### config.mk
export PLATFORM = sky130hd
export DESIGN_NAME = opsg_stereo_flat
export DESIGN_NICKNAME = d
export VERILOG_FILES = /design/src/rtl/opsg_stereo_if.sv /design/src/rtl/opsg_stereo.sv /design/src/flat_wrapper.sv
export SDC_FILE = /design/constraint.sdc
export NUM_CORES = 1
export LEC_CHECK = 0
export BUFFER_PORTS_ARGS = -buffer_cell sky130_fd_sc_hd__buf_4
export CAP_MARGIN = 10
export CORE_UTILIZATION = 55
export CTS_BUF_LIST = sky130_fd_sc_hd__clkbuf_4 sky130_fd_sc_hd__clkbuf_8
export CTS_CLUSTER_SIZE = 28
export DETAILED_ROUTE_END_ITERATION = 7
export GPL_ROUTABILITY_DRIVEN = 1
export HOLD_SLACK_MARGIN = 0.03
export PLACE_DENSITY_LB_ADDON = 0.08
export SLEW_MARGIN = 20
export SYNTH_ARGS = -nofsm -noshare
export SYNTH_HDL_FRONTEND = slang
export SYNTH_SLANG_ARGS = --single-unit
### constraint.sdc
create_clock -name clk -period 14 [get_ports clk]
set_input_delay 1.4 -clock clk [delete_from_list [all_inputs] [get_ports clk]]
set_output_delay 1.4 -clock clk [all_outputs]
set_load 0.01 [all_outputs]
### src/rtl/opsg_stereo_if.sv
// Shared CPU-side write bus for the stereo OPSG: register strobe, pan strobe,
// bank select and the write data byte.
interface opsg_stereo_if;
  logic       n_wr;
  logic       n_pan_wr;
  logic [1:0] bank;
  logic [7:0] data;

  modport master (output n_wr, output n_pan_wr, output bank, output data);
  modport slave  (input  n_wr, input  n_pan_wr, input  bank, input  data);
endinterface

### src/rtl/opsg_stereo.sv
// Multi-bank SN76489-style sound generator with per-bank pan and a saturating
// stereo mixer. Each bank holds 3 square-wave tones and 1 LFSR noise channel.
// All channels advance on a common prescaled tick; the mixed sample appears two
// clocks after each tick together with a one-cycle sample_strobe.
module opsg_stereo #(
  parameter int NUM_BANKS  = 1,
  parameter int CLK_DIV    = 4,
  parameter int MAX_VOLUME = 2048,
  parameter int BANK_W     = 2
) (
  input  logic                   clk,
  input  logic                   rst,
  opsg_stereo_if.slave           bus,
  output logic [4*NUM_BANKS-1:0] ch_out,
  output logic [15:0]            audio_left,
  output logic [15:0]            audio_right,
  output logic                   sample_strobe
);
  localparam int PRESC_MAX = 16 * CLK_DIV - 1;
  localparam int PW        = $clog2(16 * CLK_DIV);

  logic [BANK_W-1:0] bank_sel;
  logic              bank_ok, n_wr_q, n_pan_q, wr_go, pan_go;
  logic [PW-1:0]     presc;
  logic              tick, tick_d1, sum_v;

  logic [9:0]  period   [NUM_BANKS][3];
  logic [9:0]  cnt      [NUM_BANKS][3];
  logic [9:0]  cnt_n    [NUM_BANKS][3];
  logic [2:0]  tone_out [NUM_BANKS];
  logic [2:0]  out_n    [NUM_BANKS];
  logic [3:0]  att      [NUM_BANKS][4];
  logic [2:0]  nctrl    [NUM_BANKS];
  logic [9:0]  ncnt     [NUM_BANKS];
  logic [9:0]  ncnt_n   [NUM_BANKS];
  logic        nclk     [NUM_BANKS];
  logic        nclk_n   [NUM_BANKS];
  logic        shift_en [NUM_BANKS];
  logic [15:0] lfsr     [NUM_BANKS];
  logic [15:0] lfsr_n   [NUM_BANKS];
  logic [7:0]  pan      [NUM_BANKS];
  logic [1:0]  latch_ch [NUM_BANKS];
  logic        latch_att[NUM_BANKS];
  logic        wr_hit   [NUM_BANKS];
  logic        pan_hit  [NUM_BANKS];
  logic        noise_wr [NUM_BANKS];
  logic [1:0]  wr_ch    [NUM_BANKS];
  logic        wr_att   [NUM_BANKS];

  logic [31:0] mix_l, mix_r, sum_l, sum_r;

  assign bank_sel = bus.bank;
  assign bank_ok  = int'(bank_sel) < NUM_BANKS;
  assign wr_go    = n_wr_q & ~bus.n_wr;
  assign pan_go   = n_pan_q & ~bus.n_pan_wr;
  assign tick     = (presc == '0);

  // Half-period counter: period 0/1 parks the output high.
  function automatic logic [10:0] tone_step(input logic [9:0] c, input logic [9:0] p,
                                            input logic o);
    if (p <= 10'd1)      return {10'd0, 1'b1};
    else if (c == 10'd0) return {p - 10'd1, ~o};
    else                 return {c - 10'd1, o};
  endfunction

  function automatic logic [9:0] noise_period(input logic [1:0] r);
    case (r)
      2'd0:    return 10'h010;
      2'd1:    return 10'h020;
      default: return 10'h040;
    endcase
  endfunction

  // Attenuation 0 is treated as unity gain so the level equals MAX_VOLUME exactly.
  function automatic logic [31:0] level(input logic [3:0] a);
    logic [16:0] f;
    logic [63:0] p;
    case (a)
      4'd0:  f = 17'd65536;  4'd1:  f = 17'd52057;  4'd2:  f = 17'd41350;
      4'd3:  f = 17'd32846;  4'd4:  f = 17'd26090;  4'd5:  f = 17'd20724;
      4'd6:  f = 17'd16462;  4'd7:  f = 17'd13076;  4'd8:  f = 17'd10387;
      4'd9:  f = 17'd8250;   4'd10: f = 17'd6554;   4'd11: f = 17'd5206;
      4'd12: f = 17'd4135;   4'd13: f = 17'd3285;   4'd14: f = 17'd2609;
      default: f = 17'd0;
    endcase
    p = 64'(MAX_VOLUME) * {47'd0, f};
    return p[47:16];
  endfunction

  // Per-bank write decode; a data byte reuses the bank's latched channel/type.
  always_comb begin
    for (int b = 0; b < NUM_BANKS; b++) begin
      wr_hit[b]   = wr_go && bank_ok && (bank_sel == BANK_W'(b));
      pan_hit[b]  = pan_go && bank_ok && (bank_sel == BANK_W'(b));
      wr_ch[b]    = bus.data[7] ? bus.data[6:5] : latch_ch[b];
      wr_att[b]   = bus.data[7] ? bus.data[4] : latch_att[b];
      noise_wr[b] = wr_hit[b] && !wr_att[b] && (wr_ch[b] == 2'd3);
    end
  end

  // Next tone/noise counter state and LFSR shift for the coming tick.
  always_comb begin
    for (int b = 0; b < NUM_BANKS; b++) begin
      for (int c = 0; c < 3; c++)
        {cnt_n[b][c], out_n[b][c]} = tone_step(cnt[b][c], period[b][c], tone_out[b][c]);
      {ncnt_n[b], nclk_n[b]} = tone_step(ncnt[b], noise_period(nctrl[b][1:0]), nclk[b]);
      shift_en[b] = (nctrl[b][1:0] == 2'b11) ? (~tone_out[b][2] & out_n[b][2])
                                              : (~nclk[b] & nclk_n[b]);
      lfsr_n[b] = {(nctrl[b][2] ? (lfsr[b][0] ^ lfsr[b][3]) : lfsr[b][0]), lfsr[b][15:1]};
    end
  end

  // Register file, prescaler and channel generators.
  always_ff @(posedge clk) begin
    if (rst) begin
      n_wr_q  <= 1'b1;
      n_pan_q <= 1'b1;
      presc   <= PW'(PRESC_MAX);
      tick_d1 <= 1'b0;
      for (int b = 0; b < NUM_BANKS; b++) begin
        for (int c = 0; c < 3; c++) begin
          period[b][c] <= '0;
          cnt[b][c]    <= '0;
        end
        for (int c = 0; c < 4; c++) att[b][c] <= 4'hF;
        tone_out[b]  <= '0;
        nctrl[b]     <= '0;
        ncnt[b]      <= '0;
        nclk[b]      <= 1'b0;
        lfsr[b]      <= 16'h8000;
        pan[b]       <= 8'hFF;
        latch_ch[b]  <= 2'd0;
        latch_att[b] <= 1'b0;
      end
    end else begin
      n_wr_q  <= bus.n_wr;
      n_pan_q <= bus.n_pan_wr;
      presc   <= tick ? PW'(PRESC_MAX) : presc - 1'b1;
      tick_d1 <= tick;
      for (int b = 0; b < NUM_BANKS; b++) begin
        if (pan_hit[b]) pan[b] <= bus.data;
        if (wr_hit[b] && bus.data[7]) begin
          latch_ch[b]  <= bus.data[6:5];
          latch_att[b] <= bus.data[4];
        end
        if (wr_hit[b] && wr_att[b])
          for (int c = 0; c < 4; c++)
            if (wr_ch[b] == 2'(c)) att[b][c] <= bus.data[3:0];
        if (noise_wr[b]) nctrl[b] <= bus.data[2:0];
        if (wr_hit[b] && !wr_att[b])
          for (int c = 0; c < 3; c++)
            if (wr_ch[b] == 2'(c)) begin
              if (bus.data[7]) period[b][c][3:0] <= bus.data[3:0];
              else             period[b][c][9:4] <= bus.data[5:0];
            end
        if (tick) begin
          for (int c = 0; c < 3; c++) cnt[b][c] <= cnt_n[b][c];
          tone_out[b] <= out_n[b];
          ncnt[b]     <= ncnt_n[b];
          nclk[b]     <= nclk_n[b];
        end
        if (noise_wr[b])                lfsr[b] <= 16'h8000;
        else if (tick && shift_en[b])   lfsr[b] <= lfsr_n[b];
      end
    end
  end

  // Raw channel bits: tones in the low three bits of each nibble, noise on top.
  always_comb begin
    ch_out = '0;
    for (int b = 0; b < NUM_BANKS; b++) begin
      ch_out[4*b +: 3] = tone_out[b];
      ch_out[4*b + 3]  = lfsr[b][0];
    end
  end

  // Stereo sum over active, panned channels; wide enough that it never wraps.
  always_comb begin
    mix_l = '0;
    mix_r = '0;
    for (int b = 0; b < NUM_BANKS; b++)
      for (int c = 0; c < 4; c++) begin
        if (ch_out[4*b + c] && pan[b][4 + c]) mix_l = mix_l + level(att[b][c]);
        if (ch_out[4*b + c] && pan[b][c])     mix_r = mix_r + level(att[b][c]);
      end
  end

  // Two-stage output pipeline: capture the sum, then saturate into the sample.
  always_ff @(posedge clk) begin
    if (rst) begin
      sum_l         <= '0;
      sum_r         <= '0;
      sum_v         <= 1'b0;
      audio_left    <= '0;
      audio_right   <= '0;
      sample_strobe <= 1'b0;
    end else begin
      sum_v         <= tick_d1;
      sample_strobe <= sum_v;
      if (tick_d1) begin
        sum_l <= mix_l;
        sum_r <= mix_r;
      end
      if (sum_v) begin
        audio_left  <= (sum_l > 32'hFFFF) ? 16'hFFFF : sum_l[15:0];
        audio_right <= (sum_r > 32'hFFFF) ? 16'hFFFF : sum_r[15:0];
      end
    end
  end
endmodule

### src/flat_wrapper.sv
// flat-port wrapper written by rule: the top's interface ports become plain ports
module opsg_stereo_flat 
#(
  parameter int NUM_BANKS  = 1,
  parameter int CLK_DIV    = 4,
  parameter int MAX_VOLUME = 2048,
  parameter int BANK_W     = 2
)
  (clk, rst, ch_out, audio_left, audio_right, sample_strobe, bus_n_wr, bus_n_pan_wr, bus_bank, bus_data);
  opsg_stereo_if bus_i ();
  input  logic clk;
  input  logic rst;
  output logic [4*NUM_BANKS-1:0] ch_out;
  output logic [15:0] audio_left;
  output logic [15:0] audio_right;
  output logic sample_strobe;
  input wire logic [$bits(bus_i.n_wr)-1:0] bus_n_wr;
  input wire logic [$bits(bus_i.n_pan_wr)-1:0] bus_n_pan_wr;
  input wire logic [$bits(bus_i.bank)-1:0] bus_bank;
  input wire logic [$bits(bus_i.data)-1:0] bus_data;
  assign bus_i.n_wr = bus_n_wr;
  assign bus_i.n_pan_wr = bus_n_pan_wr;
  assign bus_i.bank = bus_bank;
  assign bus_i.data = bus_data;
  opsg_stereo #(.NUM_BANKS(NUM_BANKS), .CLK_DIV(CLK_DIV), .MAX_VOLUME(MAX_VOLUME), .BANK_W(BANK_W)) u_core (.clk(clk), .rst(rst), .bus(bus_i), .ch_out(ch_out), .audio_left(audio_left), .audio_right(audio_right), .sample_strobe(sample_strobe));
endmodule
==> results of run 1 <==
==> Yosys cell counts (all sizes together) (3+ instances only) <==
| library cell | count | area [um2] |
|---|---|---|
| nor2 | 231 | 867 |
| nand2 | 138 | 518 |
| ha | 104 | 1300 |
| dfxtp | 103 | 2060 |
| o21ai | 95 | 475 |
| edfxtp | 88 | 2640 |
| a21oi | 86 | 430 |
| nor3 | 76 | 385 |
| inv | 70 | 263 |
| clkbuf | 61 | 229 |
| xor2 | 51 | 447 |
| mux2i | 49 | 490 |
| xnor2 | 45 | 394 |
| nand2b | 40 | 250 |
| and2 | 34 | 213 |
| a211oi | 32 | 258 |
| a21o | 23 | 173 |
| nor4 | 23 | 150 |
| nand3 | 22 | 110 |
| or3 | 22 | 138 |
| o21a | 19 | 143 |
| o31ai | 18 | 140 |
| nor2b | 16 | 100 |
| a31oi | 15 | 93.8 |
| buf | 15 | 77.6 |
| mux2 | 15 | 173 |
| or4 | 14 | 105 |
| a311oi | 10 | 93.8 |
| or2 | 10 | 62.6 |
| a211o | 9 | 78.8 |
| o21bai | 9 | 67.6 |
| and3 | 8 | 50.1 |
| o211ai | 8 | 60.1 |
| fa | 6 | 120 |
| nor3b | 6 | 55.1 |
| a21boi | 5 | 37.5 |
| o311ai | 5 | 43.8 |
| a221oi | 4 | 35.0 |
| a31o | 4 | 35.0 |
| nand3b | 4 | 30.0 |
| o22ai | 4 | 25.0 |
| o31a | 4 | 35.0 |
| o32ai | 4 | 35.0 |
| nor4b | 3 | 26.3 |
==> area by class of cell <==
class	instances	area share [%]
Multi-Input combinational cell	1296	57.6
Sequential cell	191	32.0
Timing Repair Buffer	54	2.75
Tap cell	324	2.75
Inverter	70	1.79
Clock buffer	17	1.59
Clock inverter	15	1.56
==> per-layer routing <==
metal  vias to the layer above  part of all wire, %  wire, um
met5                         -                    0         0
met4                         0                  2.9       971
met3                        53                  4.9      1670
met2                       297                   43     14500
met1                      5377                   50     16900
li1                       5836                    -         -
==> state kept, by name, indices dropped and copies added (netlist names), 6 cells and up, named ones only <==
signal	count
u_core.att	16
u_core.audio_left	15
u_core.audio_right	15
u_core.cnt	30
u_core.lfsr	16
u_core.ncnt	9
u_core.pan	8
u_core.period	30
u_core.presc	6
u_core.sum_l	15
u_core.sum_r	15
==> through the flow <==
step           cells  setup WS [ps]  cell area, um2
2_1_floorplan   1633           7840           13700
3_3_place_gp    1935           7290           14300
3_5_place_dp    1935           7090           14300
4_1_cts         1967           7020           14700
5_1_grt         1967           6320           14700
6_report        1967           6920           14700
==> layout by cell type, fill, tap and decap left out, drive strengths merged, types with 51 or more instances in the layout <==
cell type | netlist | final
buf | 15 | 54
o21ai | 95 | 95
a21oi | 86 | 86
nor3 | 76 | 76
ha | 104 | 104
edfxtp | 88 | 88
dfxtp | 103 | 103
nand2 | 138 | 138
inv | 70 | 77
nor2 | 231 | 231
xor2 | 51 | 51
==> report_power, final <==
group,switching [mW],internal (mW),total [mW]
sequential,0.0117,0.595,0.606
combinational,0.0634,0.0348,0.0983
clock,0.249,0.162,0.410
total,0.324,0.791,1.12
==> kinds of logic (layout without fill, tap and decap cells) <==
family	after synthesis	in the layout	share of synthesized area, %
and+or+nand+nor	654	654	22.7
xor gates and xnor gates	96	96	6.12
buffers and inverters	146	156	4.14
other	1	2	0.0273
adders and majority gates	110	110	10.3
muxes	64	64	4.82
DFF	191	191	34.2
AOI/OAI and AO/OA	370	370	17.6
==> worst max-delay path, delay by kind of cell, from the launching register on <==
kind | cells | cell delay [ps]
compound gates | 10 | 2200
simple gates | 10 | 2120
fa+ha+maj | 4 | 1350
flops | 1 | 740
mux | 1 | 280
buf+inv | 2 | 150
xor+xnor | 1 | 150
==> path summary, 6_finish.rpt <==
check               startpoint                to  slack, ps  cells after the start
min            u_core.presc[0]   u_core.presc[0]        410                      1
max          u_core.att[0][14]  u_core.sum_l[13]       6920                     28
min reg2reg    u_core.presc[0]   u_core.presc[0]        410                      1
max reg2reg  u_core.att[0][14]  u_core.sum_l[13]       6920                     28
==> results.cfg, run 1 <==
[yosys]
avgSynthCellArea_um2 = 8.42
ys_types = 77
synthArstFlopShare_pct = 0
yosysSeqAreaShare_pct = 34.2
synth-edff-count = 88
synth_warnings = 0
synthFlopType = dfxtp_1
synthesis.instances = 1632
synth-seq-cells = 191
netlist_area_mm2 = 0.0137

[global_route]
grt_pass1_vias = 10639
track_usage_pct = 26.9
busiest_layer = met2
grt_first_pass_wirelength_mm = 55.2
grt_max_degree = 79
met1_usage_pct = 39.3
grt.met3_usage_pct = 3.69
overflow = 0
use_met2_pct = 40.5
antenna_found_initial = 0

[timing]
worst_pin_slew_ps = 938
skew_ps = 32.3
setup_violations = 0
rsz0062_at_grt = false
finalHoldViolations = 0
finalCriticalPeriod_ps = 7080
tns_ps = 0
timing.final.max_slew_violations = 0
min_period_over_period_pct = 50.6
hold_slack_ps = 412
fmax_ghz = 0.141
slew_headroom_pct = 37.4

[floorplanning]
fp.coreArea_mm2 = 0.0244
start_util_pct = 56.4
die_width_um = 160
rows = 57
ios = 51
die-area_mm2 = 0.0256
chipHeight_um = 160

[route]
first_iter_violations = 971
avgRoutedWirePerCell_um = 17.3
vias = 11563
wl_mm = 34.0
drc = 0
ant_nets = 0
firstDrtPassIters = 5
vias_per_cell = 5.88

[pwr]
p_total_mw = 1.12
p_leak_nw = 6.09
powerDensity_mw_per_mm2 = 75.8
ir_drop_v = 0.0000574

[place]
dpl.hpwl_mm = 25.5
place.port_buffers = 48
place_congestion = 0.905

[critical_path]
worstPathMaxFanout = 21
cpMaxStageDelayCell = edfxtp_1
worst_setup_path_start_kind = flip-flop
cpPeakStageDelay_ps = 740
path_class = flip-flop to flip-flop
worst_setup_path_end_kind = flip-flop
crit_arrival_ps = 7470
critPathRequiredTime_ps = 14380

[cts]
cts_root_buf = clkbuf_8
cts_buffers = 17
hold_buffers = 0
cts_sinks = 191
post_cts_buffers = 0
cts_tree = yes
htreeDepth = 4
cts.clk_slew.worst_paths_ps = 110
clkLatencyLatePin_ps = 490
ctsResizeCount = 0
clockBufferDepth = 2

[run]
maxCapViolCount = 0

[finish]
multi_input_area_mm2 = 0.00848
n_antenna_cell = 0
utilization_pct = 60.3
seqCellArea_mm2 = 0.00471
fillers = 2201
fin_nets = 1754
drive_above_1_share_pct = 7.73
area_growth_pct = 7.07

[worst_hold_path]
hp-class = flip-flop to flip-flop

[outcome]
status = finished, final reports clean
(Power assumes the default switching activity.)
==> run 2: changes to the inputs <==
clock period = 5.8 ns   (was 14 ns; I/O delays follow)
==> run 2 against run 1 <==
Compared with the run above: the run now ends with setup timing left; clock skew fell by 3.6 ps; sequential power grew 140%; clock power rose by 130%; global-route usage is 2.0 points higher; critical path type unchanged; highest routed layer unchanged.
==> results.cfg, run 2 (synthesis results as in run 1) <==
[outcome]
status = finished, violations left
failed_checks = setup timing

[global_route]
grt_first_pass_wirelength_mm = 59.5
overflow = 0
grt_max_degree = 87
grt_pass1_vias = 11589
track_usage_pct = 29.0
antenna_found_initial = 0

[critical_path]
reg2reg_depth = 33
crit_arrival_ps = 6650
worstPathMaxFanout = 4
reg2reg_setup_slack_ps = -460
r2r_end = u_core.sum_l[13]
critPathMostFrequentCell = buf_4
cp.depth = 33
cp_top_family = compound AO/OA/AOI/OAI gates
critPathRequiredTime_ps = 6190
cpMaxStageDelayCell = or4_4
worst_setup_path_start_kind = flip-flop
cpPeakStageDelay_ps = 550
crit_end = u_core.sum_l[13]
path_class = flip-flop to flip-flop
r2r_start = u_core.att[0][13]
setup.worst_path.start = u_core.att[0][13]
path_buf_inv = 6
worst_setup_path_end_kind = flip-flop

[timing]
fmax_ghz = 0.160
worst_pin_slew_ps = 1170
skew_ps = 28.7
timing.final.max_slew_violations = 0
min_period_over_period_pct = 108
slew_headroom_pct = 21.2
rsz0062_at_grt = true
worst_slack_ps = -456
setup_violations = 11
tns_ps = -2340
finalHoldViolations = 0
finalCriticalPeriod_ps = 6260

[route]
avgRoutedWirePerCell_um = 17.4
m1WireLength_mm = 17.9
wl_met3_mm = 1.95
wl_met2_mm = 17.3
top_layer = met4
firstDrtPassIters = 6
first_iter_violations = 970
vias = 12669
wl_mm = 38.2
vias_per_cell = 5.78
ant_nets = 0
drc = 0

[finish]
fillers = 1964
multi_input_area_mm2 = 0.00923
mostFrequentLayoutCell = buf_4
drive_above_1_share_pct = 25.1
fin_nets = 1977
n_antenna_cell = 0
seqCellArea_mm2 = 0.00471
mostFrequentLayoutCells = buf_4 (275), nor2_1 (226), nand2_1 (136)
top_regs = u_core.cnt: 30 flops, u_core.period: 30 flops
area_growth_pct = 24.5

[place]
place_congestion = 0.968
dpl.hpwl_mm = 27.7
place.port_buffers = 48

[pwr]
p_switching_uw = 808
powerDensity_mw_per_mm2 = 158
switching_share_pct = 29.8
p_seq_share_pct = 54.0
p_comb_share_pct = 11.4
p_total_mw = 2.71
clkPwrFrac_pct = 34.6
p_int_mw = 1.90
ir_drop_v = 0.000128
p_leak_nw = 7.25

[cts]
cts.clk_slew.worst_paths_ps = 120
cts_buffers = 17
hold_buffers = 0
cts_root_buf = clkbuf_8
cts_tree = yes
clkLatencyLatePin_ps = 490
cts_sinks = 191
htreeDepth = 4
clockBufferDepth = 2

[floorplanning]
ios = 51
rows = 57
die_width_um = 160
start_util_pct = 56.4
chipHeight_um = 160
fp.coreArea_mm2 = 0.0244
die-area_mm2 = 0.0256

[run]
maxCapViolCount = 0

[worst_hold_path]
hp-class = primary input to flip-flop
==> run 2: cell types whose count changed in the layout (fill, tap and decap cells not counted), moves of 7 or more <==
cell / change
o21ai_0: -19
ha_2: +10
ha_4: +12
buf_4: +221
ha_1: -22
o21ai_2: +11
a21oi_4: +7
a21oi_2: +9
a21oi_1: -16
o21ai_1: +8
==> run 2: per-stage QoR <==
step | utilization [%] | instance area [um2] | std cells | setup WS (ps) | hold WS, ps
floorplan | - | 13900 | 1633 | -6.07 | 371
global placement | 65.0 | 15900 | 2128 | -207 | 389
detailed placement | 65.0 | 15900 | 2128 | -369 | 395
CTS | 67.4 | 16400 | 2167 | -308 | 272
global route | 70.2 | 17100 | 2190 | -673 | 265
finish | 70.2 | 17100 | 2190 | -456 | 280
==> run 2: repair_timing <==
action                                  4_1_cts  5_1_grt
pin swaps                                    10       57
gates resized for setup                      32      107
endpoints found under the setup margin       12       18
buffers inserted                              7       25
==> run 2: worst min path at each step <==
| stage | depth (start not counted) | startpoint | endpoint |
|---|---|---|---|
| finish | 2 | bus_n_wr | u_core.n_wr_q |
| global route | 2 | bus_n_wr | u_core.n_wr_q |
| CTS | 2 | bus_n_wr | u_core.n_wr_q |
| detailed placement | 1 | u_core.presc[0] | u_core.presc[0] |
| global placement | 1 | u_core.presc[0] | u_core.presc[0] |
| floorplan | 1 | u_core.presc[0] | u_core.presc[0] |
==> run 2: area by class of cell <==
| class | instances | area share, % |
|---|---|---|
| Clock inverter | 15 | 1.05 |
| Inverter | 70 | 1.54 |
| Tap cell | 324 | 2.37 |
| Clock buffer | 17 | 1.37 |
| Sequential cell | 191 | 27.5 |
| Multi-Input combinational cell | 1296 | 54.0 |
| Timing Repair Buffer | 277 | 12.2 |
==> run 2: per-layer routing <==
metal  global-route usage [%]  vias to the layer above
li1                         -                     6285
met1                     41.4                     5970
met2                     45.5                      354
met3                     3.51                       60
met4                     9.13                        0
met5                        0                        -
==> run 2: power by group through the flow <==
stage	combinational, mW	sequential (mW)	clock (mW)
6_report	0.309	1.46	0.936
5_1_grt	0.338	1.47	0.985
4_1_cts	0.285	1.46	0.944
3_5_place_dp	0.279	1.49	0
3_3_place_gp	0.275	1.49	0
2_1_floorplan	0.177	1.48	0
==> run 3: changes to the inputs <==
ABC_AREA = 1   (was unset)
ABC_CLOCK_PERIOD_IN_PS = 6100   (was unset)
clock period = 6.1 ns   (was 5.8 ns; I/O delays follow)
==> run 3 against run 2 <==
Compared with the run above: total power decreased by 5.9%; die area increased by 3.4%; final cell count increased by 6.2%; register-to-register slack gained 990 ps; count of clock-buffer cells in the layout is 1 higher; wire length is 8.8% lower; clock skew up 12 ps; hold slack gained 38 ps; utilization shrank 9.7 points; area after synthesis up 3.5%; the flow now finishes without violations; worst setup slack better by 990 ps.
==> results.cfg, run 3 <==
[cts]
cts_root_buf = clkbuf_8
cts.clk_slew.worst_paths_ps = 130
clkLatencyLatePin_ps = 490
cts_buffers = 17
cts_tree = yes
clockBufferDepth = 2
cts_sinks = 191
htreeDepth = 4

[yosys]
synth-seq-cells = 191
netlist_area_mm2 = 0.0142
synthFlopType = dfxtp_1
avgSynthCellArea_um2 = 7.26
synth-edff-count = 88
synthArstFlopShare_pct = 0
ys_types = 63
yosys.area.top_type = edfxtp_1
yosysMostFrequentCell = nand2_1
synthTopCellsByCount = nand2_1 (374), inv_1 (242), nor2_1 (242)
synthTopCellsByArea = edfxtp_1 (19%), dfxtp_1 (14%), nand2_1 (9.9%), ha_1 (9.1%), inv_1 (6.4%)
synthesis.instances = 1959
yosysSeqAreaShare_pct = 33.1
synth_top_area_share_pct = 18.6
synth_warnings = 0

[finish]
fin_nets = 2106
mostFrequentLayoutCell = nand2_1
top_regs = u_core.cnt: 30 flops, u_core.period: 30 flops
fin_area_mm2 = 0.0153
seqCellArea_mm2 = 0.00471
utilization_pct = 60.5
multi_input_area_mm2 = 0.00832
mostFrequentLayoutCells = nand2_1 (373), nor2_1 (242), inv_1 (240)
stdcell_count = 2325
drive_above_1_share_pct = 10.6
fillers = 2397
n_antenna_cell = 0
area_growth_pct = 7.37

[worst_hold_path]
hold_end = u_core.n_wr_q
hp-start = bus_n_wr
min_path_cells = 3
hp-class = primary input to flip-flop

[route]
wl_met2_mm = 14.8
wl_met3_mm = 1.73
vias_per_cell = 5.46
firstDrtPassIters = 5
avgRoutedWirePerCell_um = 15.0
drc = 0
ant_nets = 0
wl_mm = 34.8
vias = 12693
first_iter_violations = 1162
top_layer = met4
m1WireLength_mm = 17.2

[critical_path]
worst_setup_path_end_kind = flip-flop
cpPeakStageDelay_ps = 460
r2r_start = u_core.att[0][8]
reg2reg_depth = 31
path_class = flip-flop to flip-flop
critPathRequiredTime_ps = 6460
worst_setup_path_start_kind = flip-flop
cpMaxStageDelayCell = dfxtp_1
r2r_end = u_core.sum_l[13]
worstPathMaxFanout = 7
cp_top_family = simple AND/OR/NAND/NOR gates
path_buf_inv = 5
critPathMostFrequentCell = nand2_1
crit_arrival_ps = 5920
reg2reg_setup_slack_ps = 540

[timing]
finalCriticalPeriod_ps = 5560
worst_pin_slew_ps = 982
timing.final.max_slew_violations = 0
setup_violations = 0
min_period_over_period_pct = 91.2
slew_headroom_pct = 34.1
skew_ps = 41.1
tns_ps = 0
fmax_ghz = 0.180
rsz0062_at_grt = true
finalHoldViolations = 0

[pwr]
switching_share_pct = 29.5
p_switching_uw = 751
p_int_mw = 1.80
clkPwrFrac_pct = 35.6
ir_drop_v = 0.000145
p_comb_share_pct = 10.0
p_leak_nw = 7.22
p_seq_share_pct = 54.4
p_total_mw = 2.55
powerDensity_mw_per_mm2 = 167

[global_route]
antenna_found_initial = 0
track_usage_pct = 26.9
grt_max_degree = 67
overflow = 0
grt_pass1_vias = 11755
grt_first_pass_wirelength_mm = 56.9

[place]
place.port_buffers = 48
place_inst = 2291
place_congestion = 0.944
postPlaceCellArea_mm2 = 0.0148
dpl.hpwl_mm = 26.6

[floorplanning]
chipHeight_um = 163
fp.coreArea_mm2 = 0.0253
rows = 58
die-area_mm2 = 0.0265
die_width_um = 163
ios = 51
start_util_pct = 56.3

[outcome]
status = finished, final reports clean

[run]
maxCapViolCount = 0
[run 3: cell types whose count changed after synthesis, moves of 17 or more]
cell / previous run / this run
nand2_1: 138 / 374
inv_1: 70 / 242
a21oi_1: 86 / 157
nand3_1: 22 / 88
o21ai_0: 94 / 157
mux2i_1: 49 / 0
nor3_1: 75 / 27
nand2b_1: 40 / 0
and2_1: 34 / 1
clkbuf_1: 61 / 37
nand2_2: 0 / 23
or3_1: 22 / 1
a211oi_1: 30 / 13
[run 3: worst max path at each step]
stage,depth (start not counted),start,endpoint
6_report,31,u_core.att[0][8],u_core.sum_l[13]
2_1_floorplan,34,u_core.att[0][13],u_core.sum_l[13]
4_1_cts,34,u_core.att[0][13],u_core.sum_r[13]
3_3_place_gp,34,u_core.att[0][13],u_core.sum_r[13]
3_5_place_dp,35,u_core.att[0][13],u_core.sum_r[13]
5_1_grt,34,u_core.att[0][12],u_core.sum_l[13]
[run 3: cells by family after synthesis]
family,share of synthesized area (%)
buffers and inverters,8.64
AO/OA/AOI/OAI,17.8
XOR/XNOR,4.19
other,0.0264
flip-flops,33.1
AND/OR/NAND/NOR,26.3
adder cells (fa/ha/maj),9.99
[run 3: power by group through the flow]
stage / clock, mW / combinational (mW) / sequential [mW]
2_1_floorplan: 0 / 0.190 / 1.41
5_1_grt: 0.966 / 0.289 / 1.39
6_report: 0.908 / 0.256 / 1.39
4_1_cts: 0.921 / 0.252 / 1.39
3_3_place_gp: 0 / 0.247 / 1.41
3_5_place_dp: 0 / 0.250 / 1.42
[run 3: final cells by class]
cell class | count | area share (%)
inverter | 258 | 6.37
timing repair buffer | 59 | 2.90
tap | 330 | 2.70
sequential | 191 | 30.8
clock buffer | 18 | 1.58
multi-input combinational | 1455 | 54.5
clock inverter | 14 | 1.13
[run 3: worst reg2reg max path, delay by kind of cell (launching register included)]
family                     cells  cell delay (ps)
and+or+nand+nor               12             1720
adders and majority gates      4             1360
AOI/OAI and AO/OA              9             1340
DFF                            1              460
buffers and inverters          5              390
xor gates and xnor gates       1              160
[run 3: what timing repair did]
item,CTS,global route
setup endpoints to repair,0,12
setup buffers,0,2
hold buffers,0,0
gates resized for setup,0,12
[run 3: layer usage]
layer  track usage [%]  up-vias
met2              41.6      359
li1                  -     6538
met1              38.5     5737
met3              2.88       59
met5                 0        -
met4              9.64        0
[run 3: per-stage QoR]
| stage | hold WS [ps] | setup WS [ps] |
|---|---|---|
| floorplan | 366 | 1090 |
| global placement | 377 | 340 |
| detailed placement | 379 | 275 |
| CTS | 307 | 224 |
| global route | 318 | -15.1 |
| finish | 318 | 536 |
